## config.mk

```make
export PLATFORM = sky130hd
export DESIGN_NAME = ffe_slicer
export DESIGN_NICKNAME = d
export VERILOG_FILES = /design/src/rtl/ffe_slicer.sv
export SDC_FILE = /design/constraint.sdc
export NUM_CORES = 1
export LEC_CHECK = 0
export ABC_AREA = 1
export ABC_CLOCK_PERIOD_IN_PS = 2600
export BUFFER_PORTS_ARGS = -buffer_cell sky130_fd_sc_hd__buf_2
export CORE_MARGIN = 2
export CORE_UTILIZATION = 30
export CTS_CLUSTER_DIAMETER = 50
export CTS_CLUSTER_SIZE = 10
export DETAILED_ROUTE_END_ITERATION = 8
export PLACE_DENSITY_LB_ADDON = 0.12
export REMOVE_ABC_BUFFERS = 1
export SETUP_SLACK_MARGIN = 0.4
export SLEW_MARGIN = 15
export SYNTH_ARGS = -nofsm -noshare
export SYNTH_HDL_FRONTEND = slang
export SYNTH_SLANG_ARGS = --single-unit
```

## constraint.sdc

```tcl
create_clock -name clk -period 2.6 [get_ports clk]
set_clock_uncertainty 0.15 [all_clocks]
set_input_delay 0.52 -clock clk [delete_from_list [all_inputs] [get_ports clk]]
set_output_delay 0.52 -clock clk [all_outputs]
set_load 0.1 [all_outputs]
```

## src/rtl/ffe_slicer.sv

```systemverilog
// PAM4 decision slicer with symbol FIFO and windowed error monitor.
// Ports: clk, rst(async low), din/din_valid/clr in; sym/sym_valid/sym_ready FIFO; err_sum/err_valid/overflow.
module ffe_slicer #(
  parameter int LVL = 128,
  parameter int WIN = 16,
  localparam int SUM_W = 13 + $clog2(WIN)
) (
  input  logic               clk,
  input  logic               rst,
  input  logic signed [11:0] din,
  input  logic               din_valid,
  input  logic               clr,
  output logic [1:0]         sym,
  output logic               sym_valid,
  input  logic               sym_ready,
  output logic [SUM_W-1:0]   err_sum,
  output logic               err_valid,
  output logic               overflow
);

  localparam int CNT_W = $clog2(WIN);

  localparam logic signed [12:0] L1 = 13'(LVL);
  localparam logic signed [12:0] L2 = 13'(2 * LVL);
  localparam logic signed [12:0] L3 = 13'(3 * LVL);

  typedef struct packed {
    logic        vld;
    logic [1:0]  sym;
    logic [12:0] mag;
  } s1_t;

  // ---------------- slicer ----------------
  logic signed [12:0] d13;
  logic signed [12:0] lvl;
  logic signed [12:0] err;
  logic [1:0]         code;
  logic [12:0]        mag;

  assign d13 = {din[11], din};

  always_comb begin
    code = 2'b00;
    lvl  = -L3;
    unique case (1'b1)
      (d13 >= L2): begin
        code = 2'b10;
        lvl  = L3;
      end
      (d13 >= 13'sd0 && d13 < L2): begin
        code = 2'b11;
        lvl  = L1;
      end
      (d13 >= -L2 && d13 < 13'sd0): begin
        code = 2'b01;
        lvl  = -L1;
      end
      (d13 < -L2): begin
        code = 2'b00;
        lvl  = -L3;
      end
    endcase
  end

  // Wraps in 13 bits by design; legal LVL keeps it in range.
  assign err = d13 - lvl;
  assign mag = err[12] ? 13'(-err) : 13'(err);

  // ---------------- stage 1 ----------------
  s1_t s1;

  always_ff @(posedge clk or negedge rst) begin
    if (!rst) begin
      s1 <= '0;
    end else begin
      s1.vld <= din_valid;
      if (din_valid) begin
        s1.sym <= code;
        s1.mag <= mag;
      end
    end
  end

  // ---------------- error window ----------------
  logic [CNT_W-1:0] wcnt;
  logic [SUM_W-1:0] acc;
  logic [SUM_W-1:0] acc_nxt;
  logic             wlast;

  assign acc_nxt = acc + SUM_W'(s1.mag);
  assign wlast   = (wcnt == CNT_W'(WIN - 1));

  always_ff @(posedge clk or negedge rst) begin
    if (!rst) begin
      wcnt      <= '0;
      acc       <= '0;
      err_sum   <= '0;
      err_valid <= 1'b0;
    end else begin
      err_valid <= 1'b0;
      // clr drops any sample arriving on the same edge.
      if (clr) begin
        wcnt <= '0;
        acc  <= '0;
      end else if (s1.vld) begin
        if (wlast) begin
          err_sum   <= acc_nxt;
          err_valid <= 1'b1;
          wcnt      <= '0;
          acc       <= '0;
        end else begin
          acc  <= acc_nxt;
          wcnt <= wcnt + CNT_W'(1);
        end
      end
    end
  end

  // ---------------- symbol FIFO ----------------
  logic [1:0] mem [4];
  logic [1:0] wp;
  logic [1:0] rp;
  logic [2:0] fcnt;
  logic [2:0] fcnt_nxt;
  logic       full;
  logic       rd;
  logic       wr;
  logic       wr_ok;

  assign full  = (fcnt == 3'd4);
  assign rd    = sym_ready & sym_valid;
  assign wr    = s1.vld;
  // A full FIFO still accepts when the head leaves on the same edge.
  assign wr_ok = wr & (~full | rd);
  assign sym   = mem[rp];

  always_comb begin
    fcnt_nxt = fcnt;
    unique case ({wr_ok, rd})
      2'b10:   fcnt_nxt = fcnt + 3'd1;
      2'b01:   fcnt_nxt = fcnt - 3'd1;
      default: fcnt_nxt = fcnt;
    endcase
  end

  always_ff @(posedge clk or negedge rst) begin
    if (!rst) begin
      for (int i = 0; i < 4; i++) mem[i] <= 2'b00;
      wp        <= '0;
      rp        <= '0;
      fcnt      <= '0;
      sym_valid <= 1'b0;
      overflow  <= 1'b0;
    end else begin
      if (wr_ok) begin
        mem[wp] <= s1.sym;
        wp      <= wp + 2'd1;
      end
      if (rd) rp <= rp + 2'd1;
      fcnt      <= fcnt_nxt;
      sym_valid <= (fcnt_nxt != 3'd0);
      if (clr) overflow <= 1'b0;
      else if (wr & full & ~rd) overflow <= 1'b1;
    end
  end

endmodule
```

==> metrics.txt, run 1 <==
P_leak 2.71 nW; CP top delay family flip-flops; CTS tree yes; number of diodes 0; via count between 3000 and 4000; Root Buffer Master clkbuf_16; crit path DAT about 1.4 ns; Post-synth ARST share 100%; sequential-to-total area share from yosys stat about 42%; Rows 43; ys flop type dfrtp_1; Die Area 15200 µm²; RSZ-0062 raised after global routing yes; Clock power frac 30.5%; worst path required time just under 2 ns; top post-synthesis cells by area dfrtp_1 42%, nand2_1 18%, ha_1 7.3%; Detailed Routing Iterations Pass 1 4; RePlAce Congestion between 0.8 and 0.9; Top Ports 39; H-tree levels 3; part of the power in registers between 30% and 40%; worst slew pin tran about 0.54 ns; number of synthesized register bits about 70; Net count, final roughly 650; run status finished, final reports clean; Antenna Nets Post-Route 0; share of post-route cells with drive strength above 1 around 17%; DR WL/cell approximately 12 µm; cts bufs inserted 9; worst rel slew slack between 60 and 70%; largest net degree at the start of global routing 40; die height ~120 µm; DR iter-0 viols about 170; max_cap viols 0; vias in the first global route 3378; Avg Cell Area, Syn roughly 7.8 µm²; first-pass GRT wire length between 15000 and 20000 µm; initial antenna violation count 0; Yosys cell types 34; most common cell after layout, fill and taps aside nand2_1; max-slew violations 0; Hold Buf Count CTS 0; Max Fclk ~470 MHz; DPL Wire Length 7170 µm; Syn-to-layout area delta 18.9%; clock latency on the worst-skew pair around 0.34 ns; total track usage about 14%; Startpoint Class flop; Synth Warn # 0; worst path cell trace inv_1 -> o21ai_0 -> o22ai_1 -> buf_6; Critical path buffers and inverters 2; Max clock buf depth 2; Setup crit end kind output port; CP Max Fanout 6; most frequent cells in the layout 200 x nand2_1, 72 x dfrtp_1, 48 x inv_1; Sink Count 72; Final Hold Viols 0; fin util between 30% and 40%; Hold Path Class in -> async; drt drc 0; Yosys top cell by area dfrtp_1; Via density between 4 and 5; Period Utilization, post-route 81.0%; DRT Wirelength approximately 9600 µm; Psw around 1.6 mW; Tmin final approximately 2.1 ns; VDD IR max about 0.54 mV; Post-synth EDFFs 0; Buffers on Ports 38; post-synth top area share about 42%; Setup TNS Final 0 ns; Slowest cell on crit path dfrtp_1; Core Box Area 13900 µm²; clock slew at reported path FFs about 0.060 ns; total power 4.28 mW; Pint roughly 2.7 mW; gr ovfl total 0; die span in x around 120 µm; Worst path max stage delay approximately 0.43 ns; final hold slack between 0.015 and 0.02 ns; crit path kind reg -> out; Gate power share 35.2%; mapped cell area between 4000 and 5000 µm²; synthesized instance count approximately 550; Sw Ratio around two fifths; Finish-stage setup viols 0; initial core utilization between 30% and 40%; Pwr Density 845 nW/µm²
[synth_stat cells, types with 2 or more instances]
cell,number
a21oi_1,14
a21oi_2,2
a22o_1,5
a31oi_1,2
buf_2,3
clkbuf_1,4
dfrtp_1,72
fa_1,3
ha_1,25
inv_1,48
inv_2,14
nand2_1,202
nand2_2,2
nand3_1,38
nand3_2,7
nand3b_1,8
nand4_1,3
nor2_1,33
nor3_1,3
nor3_2,2
o21ai_0,14
o21ai_1,19
o22ai_1,2
xnor2_1,6
xor2_1,9
[power groups by stage]
stage	clock [mW]	combinational [mW]	sequential, mW
floorplan	0	1.10	1.50
detailed placement	0	1.46	1.48
global route	1.40	1.70	1.49
CTS	1.35	1.48	1.47
global placement	0	1.44	1.48
finish	1.31	1.51	1.47
[kinds of logic after synthesis]
family / Yosys count / share of synthesized area (%)
simple gates: 303 / 31.1
flops: 72 / 42.3
buf+inv: 71 / 6.81
compound gates: 60 / 8.02
fa+ha+maj: 28 / 8.75
xor+xnor: 15 / 3.08
[worst reg2reg max path: stages (launching register included)]
cell,delay [ns]
dfrtp_1,0.38
nand2_2,0.08
nand4_1,0.14
nand2_2,0.11
ha_1,0.13
inv_1,0.06
fa_1,0.38
a21oi_1,0.15
o21ai_1,0.09
xor2_1,0.20
inv_1,0.06
nand2_1,0.05
[metal layers]
metal	vias to the layer above	wire, µm	GRT usage [%]
met5	-	0	0
met4	0	174	6.75
met3	12	351	3.09
met2	49	4110	20.9
met1	1562	4980	19.2
li1	1860	-	-
[final cells by class]
class / count / area (µm²)
clock buffer: 9 / 225
clock inverter: 6 / 85.1
tap: 180 / 225
inverter: 62 / 233
sequential: 72 / 1800
multi-input combinational: 406 / 2200
timing repair buffer: 49 / 300
fill: 1466 / 8810
[state kept, by name, summed over array words and instances, names as in the netlist, 2 cells and up]
| name | cells |
|---|---|
| acc | 17 |
| err_sum | 17 |
| s1 | 15 |
| mem | 8 |
| wcnt | 4 |
| fcnt | 3 |
| rp | 2 |
| wp | 2 |
[worst paths after layout]
path                       depth (start not counted)          to  slack, ns  startpoint
max                                                4      sym[1]       0.49       rp[0]
min                                                1  err_sum[3]       0.02         rst
max reg2reg                                       11   sym_valid       0.56   sym_valid
min reg2reg                                        2  err_sum[5]       0.32  err_sum[5]
max in group asynchronous                          2     acc[10]       1.71         rst
min in group clk                                   3      s1[11]       0.32   din_valid
[through the flow]
step | area [µm²] | setup WS (ns) | cells
5_1_grt | 5070 | 0.384 | 784
3_5_place_dp | 4690 | 0.0380 | 765
4_1_cts | 5010 | 0.429 | 780
3_3_place_gp | 4690 | 0.0899 | 765
6_report | 5070 | 0.494 | 784
2_1_floorplan | 4200 | -0.133 | 540
[timing repair]
| action | CTS | global route |
|---|---|---|
| endpoints found under the setup margin | 3 | 17 |
| pin swaps | 0 | 3 |
| buffers inserted | 0 | 4 |
| endpoints found under the hold margin | 0 | 0 |
| resized for setup | 3 | 9 |
Power figures use the tool's default switching activity.
==> run 2, diff against run 1 <==
- ABC_CLOCK_PERIOD_IN_PS: 2600 -> 2000
- clock period: 2.6 -> 2 ns (I/O delays scaled with it)
==> run 2 against run 1 <==
Net effect: critical endpoint is now sym_valid; cell count is 6.5% higher; die area stayed put; first-iteration DRC count is 14% lower; non-clock buffer count is 46 higher; combinational power is 97% higher.
==> metrics.txt, run 2 (synthesis results as in run 1) <==
Root Buffer Master clkbuf_16 (unchanged); Tmin final ~1.9 ns; worst rel slew slack 63.3% (was 64.2%); Final Cell Area 6330 µm² (was 5070 µm²); most frequent cells in the layout 155 x nand2_1, 69 x dfrtp_1, 56 x buf_4 (was 200 x nand2_1, 72 x dfrtp_1, 48 x inv_1); Startpoint Class flop (unchanged); Core Box Area 13900 µm² (unchanged); Top Ports 39 (unchanged); share of post-route cells with drive strength above 1 41.2% (was 16.7%); Rows 43 (unchanged); via count 3846 (was 3483); first-pass GRT wire length 18600 µm (was 16300 µm); Final Hold Viols 0 (unchanged); Finish-stage setup viols 0 (unchanged); clock slew at reported path FFs 0.06 ns (about the same); Via density 4.61 (was 4.44); CTS tree yes (unchanged); die height 123 µm (unchanged); worst slew pin tran 0.551 ns (was 0.537 ns); Max clock buf depth 2 (unchanged); Die Area 15200 µm² (unchanged); Setup TNS Final 0 ns (unchanged); cts bufs inserted 9 (unchanged); max-slew violations 0 (unchanged); initial core utilization 30.7% (unchanged); clock latency on the worst-skew pair 0.35 ns (was 0.34 ns); H-tree levels 3 (unchanged); initial antenna violation count 0 (unchanged); Detailed Routing Iterations Pass 1 4 (unchanged); pre-CTS setup slack -0.439 ns (was 0.0380 ns); DR iter-0 viols 148 (was 172); Hold Path Class in -> reg (was in -> async); total track usage 16.0% (was 14.0%); worst path cell trace inv_1 -> nand4_1 -> nand2_2 -> ha_4 -> inv_2 -> fa_2 -> a21oi_2 -> o21ai_1 -> xor2_1 -> inv_1 -> nand2_1 (was inv_1 -> o21ai_0 -> o22ai_1 -> buf_6); Buffers on Ports 38 (unchanged); Max Fclk approximately 520 MHz; largest net degree at the start of global routing 40 (unchanged); placed cell areas 4890 µm² (was 4690 µm²); RePlAce Congestion 0.885 (was 0.816); Critical path buffers and inverters 3 (was 2); DPL Wire Length 7330 µm (was 7170 µm); crit path DAT 2.03 ns (was 1.44 ns); run status finished, final reports clean (unchanged); Setup crit end kind flop (was output port); Worst path max stage delay 0.38 ns (was 0.43 ns); max_cap viols 0 (unchanged); P_leak 3.12 nW (was 2.71 nW); Syn-to-layout area delta 48.5% (was 18.9%); Period Utilization, post-route 97.1%; RSZ-0062 raised after global routing yes (unchanged); DR WL/cell 13.7 µm (was 12.3 µm); DRT Wirelength 11400 µm (was 9620 µm); Sink Count 72 (unchanged); Slowest cell on crit path dfrtp_1 (unchanged); Antenna Nets Post-Route 0 (unchanged); vias in the first global route 3866 (was 3378); CP dominant cell by count inv_1; Net count, final 695 (was 645); most common cell after layout, fill and taps aside nand2_1 (unchanged); gr ovfl total 0 (unchanged); CP top delay family adder cells (was flip-flops); worst path required time 2.09 ns (was 1.93 ns); die span in x 123 µm (unchanged); setup ws final 0.0583 ns (was 0.494 ns); Largest regs acc: 17 flops, err_sum: 17 flops, s1: 15 flops (unchanged); crit path kind reg -> reg (was reg -> out); CP Max Fanout 2 (was 6); fin util 45.6% (was 36.5%); drt drc 0 (unchanged); number of diodes 0 (unchanged); Pwr Density 1060 nW/µm² (was 845 nW/µm²); VDD IR max 0.887 mV (was 0.543 mV)
==> run 2: cell count changes in the layout (fill, tap and decap cells not counted), sizes merged <==
cell	delta
clkinv	-2
nand2	+3
dlygate4sd3	+1
inv	+1
clkbuf	+1
clkinvlp	+2
buf	+45
==> run 2: what timing repair did <==
item,4_1_cts,5_1_grt
hold buffers,1,0
gates resized for setup,121,88
endpoints found under the setup margin,70,55
pin swaps,44,48
buffers inserted,19,7
hold endpoints to repair,37,0
cloned,4,0
==> run 2: cell type report <==
type | instances | area, µm²
Clock buffer | 10 | 239
Multi-Input combinational cell | 409 | 2900
Sequential cell | 72 | 1810
Timing Repair inverter | 1 | 7.51
Inverter | 62 | 235
Clock inverter | 6 | 91.3
Timing Repair Buffer | 95 | 823
Fill cell | 1371 | 7550
Tap cell | 180 | 225
==> run 2: final timing paths <==
| kind | start | endpoint | slack [ns] | cells after the start |
|---|---|---|---|---|
| setup / recovery | fcnt[1] | sym_valid | 0.06 | 11 |
| hold / removal | din[1] | s1[1] | 0.19 | 3 |
| setup reg to reg | fcnt[1] | sym_valid | 0.06 | 11 |
| hold reg to reg | err_sum[5] | err_sum[5] | 0.32 | 2 |
| max in group asynchronous | rst | s1[8] | 0.70 | 3 |
| min in group asynchronous | rst | fcnt[1] | 0.44 | 2 |
==> run 2: where the power goes <==
group	total (mW)	switching, mW	leakage, nW	internal [mW]
Combinational	2.98	1.68	2.05	1.30
Clock	1.79	0.661	0.151	1.13
Sequential	1.95	0.226	0.925	1.72
Total	6.72	2.57	3.12	4.15
==> run 2: through the flow <==
step                      hold slack (ns)  power [mW]  std cells
final                               0.194        6.72        835
after global placement              0.272        4.04        788
after CTS                           0.187        6.42        828
after detailed placement            0.282        4.07        788
after global routing                0.199        7.15        835
after floorplan                   -0.0456        3.34        540
==> run 2: tightest hold or removal path: stages <==
cell and delay [ns]:
buf_2 0.10, o21ai_2 0.06, o21ai_1 0.10
==> run 2: metal layers <==
metal  vias to the layer above  part of all wire (%)  track usage [%]
li1                       1958                     -                -
met1                      1792                    46             21.2
met2                        68                    47             24.6
met3                        28                   3.6             3.64
met4                         0                   2.9             7.39
met5                         -                     0                0
==> run 3, diff against run 2 <==
- CORE_UTILIZATION: 30 -> 54
- SLEW_MARGIN: 15 -> unset
==> run 3 against run 2 <==
Net effect: the run now ends with negative setup slack left; largest power group unchanged; count of clock-buffer cells in the layout down 1; via count up 12%; cell count down 9.1%; core utilization up 39 points.
==> metrics.txt, run 3 (synthesis results as in run 1) <==
fillcell total 418 (was 1371); run status finished, violations left (was finished, final reports clean); pre-CTS setup slack -0.437 ns (was -0.439 ns); Tmin final 2.14 ns (was 1.94 ns); placed insts 709 (was 788); Sw Ratio 40.7% (was 38.3%); crit path kind reg -> reg (unchanged); total power 7.02 mW (was 6.72 mW); Final Cell Area 6470 µm² (was 6330 µm²); DR iter-0 viols 255 (was 148); Multi-input gate area 3140 µm² (was 2900 µm²); via count 4298 (was 3846); Sink Count 72 (unchanged); Final Hold Viols 0 (unchanged); final cell count without fillers 759 (was 835); Detailed Routing Iterations Pass 1 5 (was 4); largest net degree at the start of global routing 28 (was 40); Top Ports 39 (unchanged); FF/Latch Area 1810 µm² (unchanged); die span in x 92.8 µm (was 123 µm); cts bufs inserted 9 (unchanged); RePlAce Congestion 0.904 (was 0.885); most frequent cells in the layout 147 x nand2_1, 69 x dfrtp_1, 53 x buf_4 (was 155 x nand2_1, 69 x dfrtp_1, 56 x buf_4); drt drc 0 (unchanged); placed cell areas 4790 µm² (was 4890 µm²); Net count, final 698 (was 695); failing checks negative setup slack; crit path DAT 2.29 ns (was 2.03 ns); setup ws final -0.135 ns (was 0.0583 ns); Syn-to-layout area delta 51.9% (was 48.5%); Max Fclk 468 MHz (was 515 MHz); Largest regs acc: 17 flops, err_sum: 17 flops, s1: 15 flops (unchanged); clock slew at reported path FFs 0.08 ns (was 0.06 ns); most common cell after layout, fill and taps aside nand2_1 (unchanged); Psw 2.86 mW (was 2.57 mW); Gate power share 49.7% (was 44.3%); Setup crit end kind flop (unchanged); CP top delay family adder cells (unchanged); Pwr Density 1080 nW/µm² (was 1060 nW/µm²); Worst path max stage delay 0.40 ns (was 0.38 ns); Clock power frac 21.9% (was 26.7%); die height 92.8 µm (was 123 µm); gr ovfl total 0 (unchanged); Die Area 8620 µm² (was 15200 µm²); Hold Path Class in -> reg (unchanged); total track usage 27.7% (was 16.0%); max-slew violations 0 (unchanged); Via density 5.66 (was 4.61); Buffers on Ports 38 (unchanged); CTS tree yes (unchanged); Startpoint Class flop (unchanged); Root Buffer Master clkbuf_8 (was clkbuf_16); Setup TNS Final -0.225 ns (was 0 ns); Pint 4.17 mW (was 4.15 mW); Finish-stage setup viols 7 (was 0); worst path cell trace inv_1 -> nand4_1 -> nand2_1 -> ha_2 -> inv_2 -> fa_2 -> a21oi_2 -> o21ai_1 -> xor2_1 -> inv_1 -> nand2_1 (was inv_1 -> nand4_1 -> nand2_2 -> ha_4 -> inv_2 -> fa_2 -> a21oi_2 -> o21ai_1 -> xor2_1 -> inv_1 -> nand2_1); Period Utilization, post-route 107% (was 97.1%); worst path required time 2.16 ns (was 2.09 ns); Antenna Nets Post-Route 0 (unchanged); share of post-route cells with drive strength above 1 44.4% (was 41.2%); DRT Wirelength 13600 µm (was 11400 µm); H-tree levels 3 (unchanged); Slowest cell on crit path dfrtp_1 (unchanged); part of the power in registers 28.4% (was 29.0%); vias in the first global route 4099 (was 3866); DPL Wire Length 6890 µm (was 7330 µm); max_cap viols 0 (unchanged); clock latency on the worst-skew pair 0.37 ns (was 0.35 ns); CP Max Fanout 2 (unchanged); P_leak 3.29 nW (was 3.12 nW); number of diodes 0 (unchanged); Core Box Area 7690 µm² (was 13900 µm²); initial antenna violation count 0 (unchanged); worst slew pin tran 0.573 ns (was 0.551 ns); first-pass GRT wire length 18900 µm (was 18600 µm); Max clock buf depth 2 (unchanged); RSZ-0062 raised after global routing yes (unchanged); Rows 32 (was 43); VDD IR max 1.10 mV (was 0.887 mV); Critical path buffers and inverters 3 (unchanged); worst rel slew slack 61.8% (was 63.3%); DR WL/cell 17.9 µm (was 13.7 µm); initial core utilization 55.4% (was 30.7%)
[run 3: changes by cell type in the layout (fill, tap and decap cells not counted), sizes merged]
cell and change:
buf +2, bufinv +2, clkinv +2, clkinvlp -2
inv -2
[run 3: per-stage QoR]
stage / hold WS (ns) / utilization [%]
global placement: 0.264 / 62.4
global route: 0.170 / 84.2
detailed placement: 0.274 / 62.4
floorplan: -0.0456 / -
CTS: 0.181 / 75.0
finish: 0.169 / 84.2
[run 3: worst paths after layout]
kind	slack, ns	cells past startpoint	to	start
worst max register to register	-0.14	11	sym_valid	fcnt[1]
worst min-delay path	0.17	3	s1[9]	din_valid
worst max-delay path	-0.14	11	sym_valid	fcnt[1]
max in group asynchronous	0.73	3	s1[5]	rst
min in group asynchronous	0.41	2	fcnt[2]	rst
worst min register to register	0.33	2	err_sum[14]	err_sum[14]
[run 3: power by group through the flow]
stage	registers, mW	logic, mW	clock network (mW)
after floorplan	1.95	1.38	0
after global placement	1.92	2.08	0
after detailed placement	1.92	2.15	0
after CTS	1.94	2.70	1.52
after global routing	2.02	3.70	1.59
final	2.00	3.49	1.54
[run 3: timing repair]
item                                    4_1_cts  5_1_grt
endpoints found under the setup margin       69       60
gates cloned                                  4        0
endpoints found under the hold margin        20        0
pin swaps                                    48       77
resized for setup                           120      147
hold buffers                                  1        0
buffers inserted                             20       10
[run 3: cell type report]
class / instances / share of cell area (%)
multi-input combinational: 409 / 48.5
sequential: 72 / 27.9
timing repair buffer: 98 / 13.7
inverter: 62 / 3.86
clock inverter: 6 / 2.05
tap: 102 / 1.97
clock buffer: 9 / 1.91
timing repair inverter: 1 / 0.116
[run 3: layer usage]
layer | vias to the layer above | share of wire, % | global-route usage, %
met3 | 52 | 6.0 | 4.96
met4 | 0 | 4.0 | 12.3
li1 | 1981 | - | -
met2 | 173 | 50 | 44.4
met5 | - | 0 | 0
met1 | 2092 | 40 | 36.7
[run 3: worst min-delay path: stages]
cell	delay (ns)
buf_2	0.13
nand3_2	0.07
nand2_1	0.04
